[config.mk]
export PLATFORM = sky130hd
export DESIGN_NAME = mc_control_v2
export DESIGN_NICKNAME = d
export VERILOG_FILES = /design/src/rtl/mc_control_v2.sv
export SDC_FILE = /design/constraint.sdc
export NUM_CORES = 1
export LEC_CHECK = 0
export ABC_AREA = 0
export BUFFER_PORTS_ARGS = -buffer_cell sky130_fd_sc_hd__buf_4
export CAP_MARGIN = 10
export CORE_ASPECT_RATIO = 0.5
export CORE_MARGIN = 4
export CORE_UTILIZATION = 55
export DETAILED_ROUTE_END_ITERATION = 16
export HOLD_SLACK_MARGIN = 0.05
export PLACE_DENSITY_LB_ADDON = 0.05
export SETUP_SLACK_MARGIN = 0.05
export SLEW_MARGIN = 40
export SYNTH_ARGS = -nofsm -noshare
export SYNTH_HDL_FRONTEND = slang
export SYNTH_SLANG_ARGS = --single-unit
[constraint.sdc]
create_clock -name clk -period 2.9 [get_ports clk]
set_input_delay 0 -clock clk [delete_from_list [all_inputs] [get_ports clk]]
set_output_delay 0 -clock clk [all_outputs]
set_load 0.1 [all_outputs]
[src/rtl/mc_control_v2.sv]
// rtl/mc_control_v2.sv - multicycle RV32I control FSM (optional MC_CONTROL_PERF_EN perf counters)
module mc_control_v2 #(
  parameter int MEM_TIMEOUT      = 255,
  parameter int TRAP_ON_MISALIGN = 1
) (
  input  logic       clk,
  input  logic       rst,
  input  logic       mem_resp,
  input  logic [6:0] opcode,
  input  logic [2:0] funct3,
  input  logic [6:0] funct7,
  input  logic       br_en,
  input  logic [1:0] addr_lsb,
  output logic       mem_read,
  output logic       mem_write,
  output logic [3:0] mem_byte_enable,
  output logic       load_pc,
  output logic       load_ir,
  output logic       load_regfile,
  output logic       load_mar,
  output logic       load_mdr,
  output logic       load_data_out,
  output logic [1:0] pcmux_sel,
  output logic       alumux1_sel,
  output logic [2:0] alumux2_sel,
  output logic [3:0] regfilemux_sel,
  output logic       marmux_sel,
  output logic       cmpmux_sel,
  output logic [2:0] aluop,
  output logic [2:0] cmpop,
  output logic       retire,
  output logic       trap,
`ifdef MC_CONTROL_PERF_EN
  output logic       mem_err,
  output logic [31:0] perf_cycle,
  output logic [31:0] perf_instret,
  output logic [31:0] perf_memstall
`else
  output logic       mem_err
`endif
);

  localparam logic [6:0] OP_LUI   = 7'b0110111;
  localparam logic [6:0] OP_AUIPC = 7'b0010111;
  localparam logic [6:0] OP_JAL   = 7'b1101111;
  localparam logic [6:0] OP_JALR  = 7'b1100111;
  localparam logic [6:0] OP_BR    = 7'b1100011;
  localparam logic [6:0] OP_LOAD  = 7'b0000011;
  localparam logic [6:0] OP_STORE = 7'b0100011;
  localparam logic [6:0] OP_IMM   = 7'b0010011;
  localparam logic [6:0] OP_REG   = 7'b0110011;

  // Counter only ever needs to reach MEM_TIMEOUT-1
  localparam int WCW = (MEM_TIMEOUT > 1) ? $clog2(MEM_TIMEOUT) : 1;

  typedef enum logic [3:0] {
    FETCH1, FETCH2, FETCH3, DECODE, EXEC, CALC_ADDR, LD1, LD2, ST1, ST2, HALT
  } state_t;

  state_t           state_q, state_d;
  logic [1:0]       byte_sel_q;
  logic [WCW-1:0]   wait_cnt_q;
  logic             trap_q, mem_err_q;
  logic             legal, is_load, is_store, misaligned, in_wait, expired;
  logic             unused_funct7;

  assign unused_funct7 = ^{funct7[6], funct7[4:0]};
  assign is_load  = (opcode == OP_LOAD);
  assign is_store = (opcode == OP_STORE);
  // Only bit 5 of funct7 selects sub/sra; the rest is don't-care here
  assign misaligned = ((funct3[1:0] == 2'b10) && (addr_lsb != 2'b00)) ||
                      ((funct3[1:0] == 2'b01) && addr_lsb[0]);
  assign in_wait = (state_q == FETCH2) || (state_q == LD1) || (state_q == ST1);
  // A response on the final allowed cycle still completes normally
  assign expired = (MEM_TIMEOUT > 0) && in_wait && !mem_resp &&
                   (wait_cnt_q == WCW'(MEM_TIMEOUT - 1));
  assign trap    = trap_q;
  assign mem_err = mem_err_q;

  // Decode legality and next-state selection
  always_comb begin
    legal   = 1'b0;
    state_d = state_q;
    case (opcode)
      OP_LUI, OP_AUIPC, OP_JAL, OP_JALR, OP_IMM, OP_REG: legal = 1'b1;
      OP_BR:    legal = (funct3[2:1] != 2'b01);
      OP_LOAD:  legal = (funct3 != 3'b011) && (funct3[2:1] != 2'b11);
      OP_STORE: legal = !funct3[2] && (funct3[1:0] != 2'b11);
      default:  legal = 1'b0;
    endcase
    case (state_q)
      FETCH1:    state_d = FETCH2;
      FETCH2:    state_d = mem_resp ? FETCH3 : (expired ? HALT : FETCH2);
      FETCH3:    state_d = DECODE;
      DECODE:    state_d = !legal ? HALT : ((is_load || is_store) ? CALC_ADDR : EXEC);
      EXEC:      state_d = FETCH1;
      CALC_ADDR: state_d = (misaligned && (TRAP_ON_MISALIGN != 0)) ? HALT :
                           (is_load ? LD1 : ST1);
      LD1:       state_d = mem_resp ? LD2 : (expired ? HALT : LD1);
      LD2:       state_d = FETCH1;
      ST1:       state_d = mem_resp ? ST2 : (expired ? HALT : ST1);
      ST2:       state_d = FETCH1;
      default:   state_d = HALT;
    endcase
  end

  // State, byte lane, watchdog, sticky trap and optional perf counters
  always_ff @(posedge clk) begin
    if (rst) begin
      state_q    <= FETCH1;
      byte_sel_q <= 2'b00;
      wait_cnt_q <= '0;
      trap_q     <= 1'b0;
      mem_err_q  <= 1'b0;
`ifdef MC_CONTROL_PERF_EN
      perf_cycle    <= '0;
      perf_instret  <= '0;
      perf_memstall <= '0;
`endif
    end else begin
      state_q   <= state_d;
      mem_err_q <= expired;
      trap_q    <= trap_q || (state_d == HALT);
      if (state_q == CALC_ADDR) byte_sel_q <= addr_lsb;
      if ((state_d != state_q) &&
          ((state_d == FETCH2) || (state_d == LD1) || (state_d == ST1)))
        wait_cnt_q <= '0;
      else if (in_wait && !mem_resp)
        wait_cnt_q <= wait_cnt_q + 1'b1;
`ifdef MC_CONTROL_PERF_EN
      if (state_q != HALT) perf_cycle <= perf_cycle + 32'd1;
      if (retire) perf_instret <= perf_instret + 32'd1;
      if (in_wait && !mem_resp) perf_memstall <= perf_memstall + 32'd1;
`endif
    end
  end

  // Datapath controls decoded from the current state
  always_comb begin
    mem_read = 1'b0; mem_write = 1'b0; mem_byte_enable = 4'b1111;
    load_pc = 1'b0; load_ir = 1'b0; load_regfile = 1'b0;
    load_mar = 1'b0; load_mdr = 1'b0; load_data_out = 1'b0;
    pcmux_sel = 2'd0; alumux1_sel = 1'b0; alumux2_sel = 3'd0;
    regfilemux_sel = 4'd0; marmux_sel = 1'b0; cmpmux_sel = 1'b0;
    aluop = 3'd0; cmpop = funct3; retire = 1'b0;
    case (state_q)
      FETCH1: load_mar = 1'b1;
      FETCH2: begin mem_read = 1'b1; load_mdr = 1'b1; end
      FETCH3: load_ir = 1'b1;
      EXEC: begin
        load_pc = 1'b1;
        retire  = 1'b1;
        case (opcode)
          OP_LUI: begin load_regfile = 1'b1; regfilemux_sel = 4'd2; end
          OP_AUIPC: begin load_regfile = 1'b1; alumux1_sel = 1'b1; alumux2_sel = 3'd1; end
          OP_JAL: begin
            load_regfile = 1'b1; regfilemux_sel = 4'd4;
            alumux1_sel = 1'b1; alumux2_sel = 3'd4; pcmux_sel = 2'd1;
          end
          OP_JALR: begin load_regfile = 1'b1; regfilemux_sel = 4'd4; pcmux_sel = 2'd2; end
          OP_BR: begin alumux1_sel = 1'b1; alumux2_sel = 3'd2; pcmux_sel = {1'b0, br_en}; end
          default: begin
            load_regfile = 1'b1;
            alumux2_sel  = (opcode == OP_IMM) ? 3'd0 : 3'd5;
            case (funct3)
              3'b010, 3'b011: begin
                // slt/sltu reuse the branch comparator as blt/bltu
                cmpop          = funct3[0] ? 3'b110 : 3'b100;
                regfilemux_sel = 4'd1;
                cmpmux_sel     = (opcode == OP_IMM);
              end
              3'b101:  aluop = funct7[5] ? 3'd2 : 3'd5;
              3'b000:  aluop = ((opcode == OP_REG) && funct7[5]) ? 3'd3 : 3'd0;
              default: aluop = funct3;
            endcase
          end
        endcase
      end
      CALC_ADDR: begin
        alumux2_sel   = is_load ? 3'd0 : 3'd3;
        marmux_sel    = 1'b1;
        load_mar      = 1'b1;
        load_data_out = is_store;
      end
      LD1: begin mem_read = 1'b1; load_mdr = 1'b1; end
      LD2: begin
        load_regfile = 1'b1; load_pc = 1'b1; retire = 1'b1;
        case (funct3)
          3'b000:  regfilemux_sel = 4'd5;
          3'b001:  regfilemux_sel = 4'd7;
          3'b010:  regfilemux_sel = 4'd3;
          3'b100:  regfilemux_sel = 4'd6;
          default: regfilemux_sel = 4'd8;
        endcase
      end
      ST1: begin
        mem_write = 1'b1;
        case (funct3[1:0])
          2'b10:   mem_byte_enable = 4'b1111;
          2'b01:   mem_byte_enable = 4'b0011 << {byte_sel_q[1], 1'b0};
          default: mem_byte_enable = 4'b0001 << byte_sel_q;
        endcase
      end
      ST2: begin load_pc = 1'b1; retire = 1'b1; end
      default: ;
    endcase
  end

endmodule

==> results_dict.tcl <==
set metrics [dict create \
    path_buf_inv 1 \
    ys_dominant_reg_cell "dfxtp_1" \
    max-clock-path-buffers 2 \
    timing_max_transition_violations_final 0 \
    synthArstFlopShare_pct 0 \
    worstSetupEndpointType "primary output" \
    post_synth_inst_count 250 \
    wl_per_cell_um 15.0 \
    tritoncts_clock_tree "done" \
    cp.arrival_ns 2.49 \
    peak_vdd_ir_uv 346 \
    critical-path-slowest-cell "dfxtp_2" \
    drive_gt1_share_pct 27.8 \
    htreeDepth 1 \
    std_cell_rows 14 \
    global_route.overflow_total 0 \
    initial_core_util_pct 59.0 \
    regArea_um2 322 \
    detail_route.wirelength_mm 5.03 \
    cp.required_ns 2.90 \
    worstHoldPathType "input port to flop" \
    power.leakage_nw 0.908 \
    core_region_area_mm2 0.00307 \
    critical_path.max_fanout 14 \
    cts.reportedPaths.clkPinSlew_ns 0.07 \
    syn_nets 279 \
    path_class "flop to primary output" \
    nNetsFinal 326 \
    initial_antenna_violation_count 0 \
    via_count_of_the_first_global_routing_pass 1816 \
    routabilityCongestion 0.886 \
    diodes 0 \
    syn_area_mm2 0.00181 \
    multi_input_comb_area_mm2 0.00144 \
    synth-edff-count 0 \
    dieArea_mm2 0.00432 \
    vias 2084 \
    drc 0 \
    seq_area_frac_synth_pct 17.7 \
    routed_via_density 6.22 \
    critPathLaunch "state_q[2]" \
    grt_usage_pct 23.1 \
    synth_top_area_share_pct 17.7 \
    max_freq_mhz 401 \
    instance_count_along_the_most_critical_hold_path 6 \
    cts.sink_count 16 \
    grt_first_pass_wirelength_mm 8.33 \
    fillers 246 \
    skew_pair_late_insertion_delay_ns 0.25 \
    postRouteAntennaNets 0 \
    fin_tns_setup_ns 0 \
    timing.critical_path.cells "nand2b_1 -> nor3_2 -> o21ai_1 -> nor3_1 -> mux2i_2 -> buf_4" \
    final-hold-violation-count 0 \
    skew_ns 0.00295 \
    whs_endpoint "wait_cnt_q[2]" \
    reg2reg_to "wait_cnt_q[1]" \
    post_cts_buffers 0 \
    rsz0062_at_grt "false" \
    synth-warning-count 0 \
    reg2reg_slack_ns 0.50 \
    tightest_slew_ns 0.761 \
    netlist.top_cell.by_area "dfxtp_1" \
    pwr_cell_area_mw_per_mm2 320 \
    cts_made_buffers 3 \
    critical_path.max_stage_delay_ns 0.52 \
    die_w_um 89.1 \
    top_level_port_count 56 \
    final_cycle_utilization_of_the_critical_path_pct 86.0 \
    detailed_routing_iteration_count_for_the_pre_antenna_repair_pass 4 \
    synth.area.top_cells "dfxtp_1 18%, nand2_1 5.2%, a21oi_1 4.7%" \
    timing.max_slew.rel_slack_pct 49.0 \
    worst-r2r-cell-count 5 \
    reg2reg_from "state_q[1]" \
    area.growth.synth_to_final_pct 28.1 \
    grt_max_degree 21 \
    min-delay-start "mem_resp" \
    max-cap-violations 0 \
    clock_tree.root_cell "clkbuf_8" \
    place.detailed.hpwl_mm 3.79 \
    dr.first_iter.drc_count 63 \
    cpLargestDelayFamily "simple AND/OR/NAND/NOR gates" \
    final_cell_mix "53 x buf_4, 24 x nand2_1, 18 x nor2_1" \
    portBuffers 49 \
    timing.critical_path.from_type "flop" \
    final.min_clock_period_ns 2.49 \
    fin_hold_ws_ns 0.299 \
    synthDistinctLibCells 62 \
    synth.ff_latch_count 16 \
    die-height_um 48.5 \
    syn-mean-instance-area_um2 7.23 \
    mostFrequentLayoutCell "buf_4" \
    result_of_the_run "finished clean" \
    setup_viol_count_final 0 \
    utilization_pct 75.6 \
]
what timing repair did:
item	CTS	global route
resized for setup	0	1
hold endpoints to repair	8	0
hold buffers	3	0
endpoints found under the setup margin	0	2
how the worst max path moves through the flow:
stage                               to  slack (ns)  depth (start not counted)
floorplan           mem_byte_enable[1]       -0.48                          4
global placement              cmpop[1]        0.52                          6
detailed placement            cmpop[1]        0.49                          6
CTS                           cmpop[1]        0.21                          6
global route             wait_cnt_q[5]        0.16                          5
finish                        cmpop[1]        0.41                          6
cell families after synthesis:
kind of cell             count (synthesis)  share of synthesized area, %
AND/OR/NAND/NOR                        111                          36.0
AO/OA/AOI/OAI                           81                          30.4
XOR/XNOR                                 7                          3.39
multiplexers                             5                          2.77
buffers and inverters                   24                          5.61
flip-flops                              16                          17.7
adder cells (fa/ha/maj)                  6                          4.15
where the power goes:
part           internal [mW]  switching, mW
Clock                 0.0922         0.0781
Combinational          0.101          0.224
Sequential             0.226         0.0194
Total                  0.419          0.322
flip-flops by register name, indices dropped and copies added (netlist names):
name,cells
wait_cnt_q,8
mem_err,1
state_q,4
byte_sel_q,2
trap,1
synth_stat cells (all sizes together) (3+ instances only):
library cell   n
xnor2          7
nand2         25
o21ai         27
nand3          7
nand2b         6
nor3b          3
nor2          18
o21a           3
clkbuf         6
and3           4
nor2b          4
a21oi         18
buf            8
inv           10
ha             6
nor4           4
nor4b          3
a21o           4
nand3b         3
dfxtp         16
nor3          10
o2111ai        4
or3            5
nand4          9
o31ai          3
mux2i          5
worst reg2reg max path, cell delays in order, from the launching register on:
cell and delay, ns:
dfxtp_1 0.81, o21ai_0 0.22, a221oi_1 0.36, o21ai_0 0.21, a211oi_2 0.52, o21ai_1 0.14
metrics by stage:
stage	power [mW]	worst slack, ns	cells	cell area (um^2)
2_1_floorplan	0.490	-0.476	250	1860
3_3_place_gp	0.562	0.519	329	2240
3_5_place_dp	0.569	0.489	329	2240
4_1_cts	0.741	0.211	335	2310
5_1_grt	0.781	0.158	335	2320
6_report	0.741	0.407	335	2320
metal layers:
metal  up-vias  part of all wire (%)  GRT usage [%]
li1       1031                     -              -
met3         4                   6.5           3.73
met2        65                    47           38.5
met5         -                     0              0
met1       984                    46           31.4
met4         0                  0.42           4.21
cell type report:
| type | count | share of cell area, % |
|---|---|---|
| inverters | 10 | 1.62 |
| repair buffers | 56 | 18.5 |
| multi-input cells | 210 | 62.1 |
| well taps | 40 | 2.16 |
| flip-flops and latches | 16 | 13.9 |
| clock buffers | 3 | 1.78 |
Power figures use the tool's default switching activity.
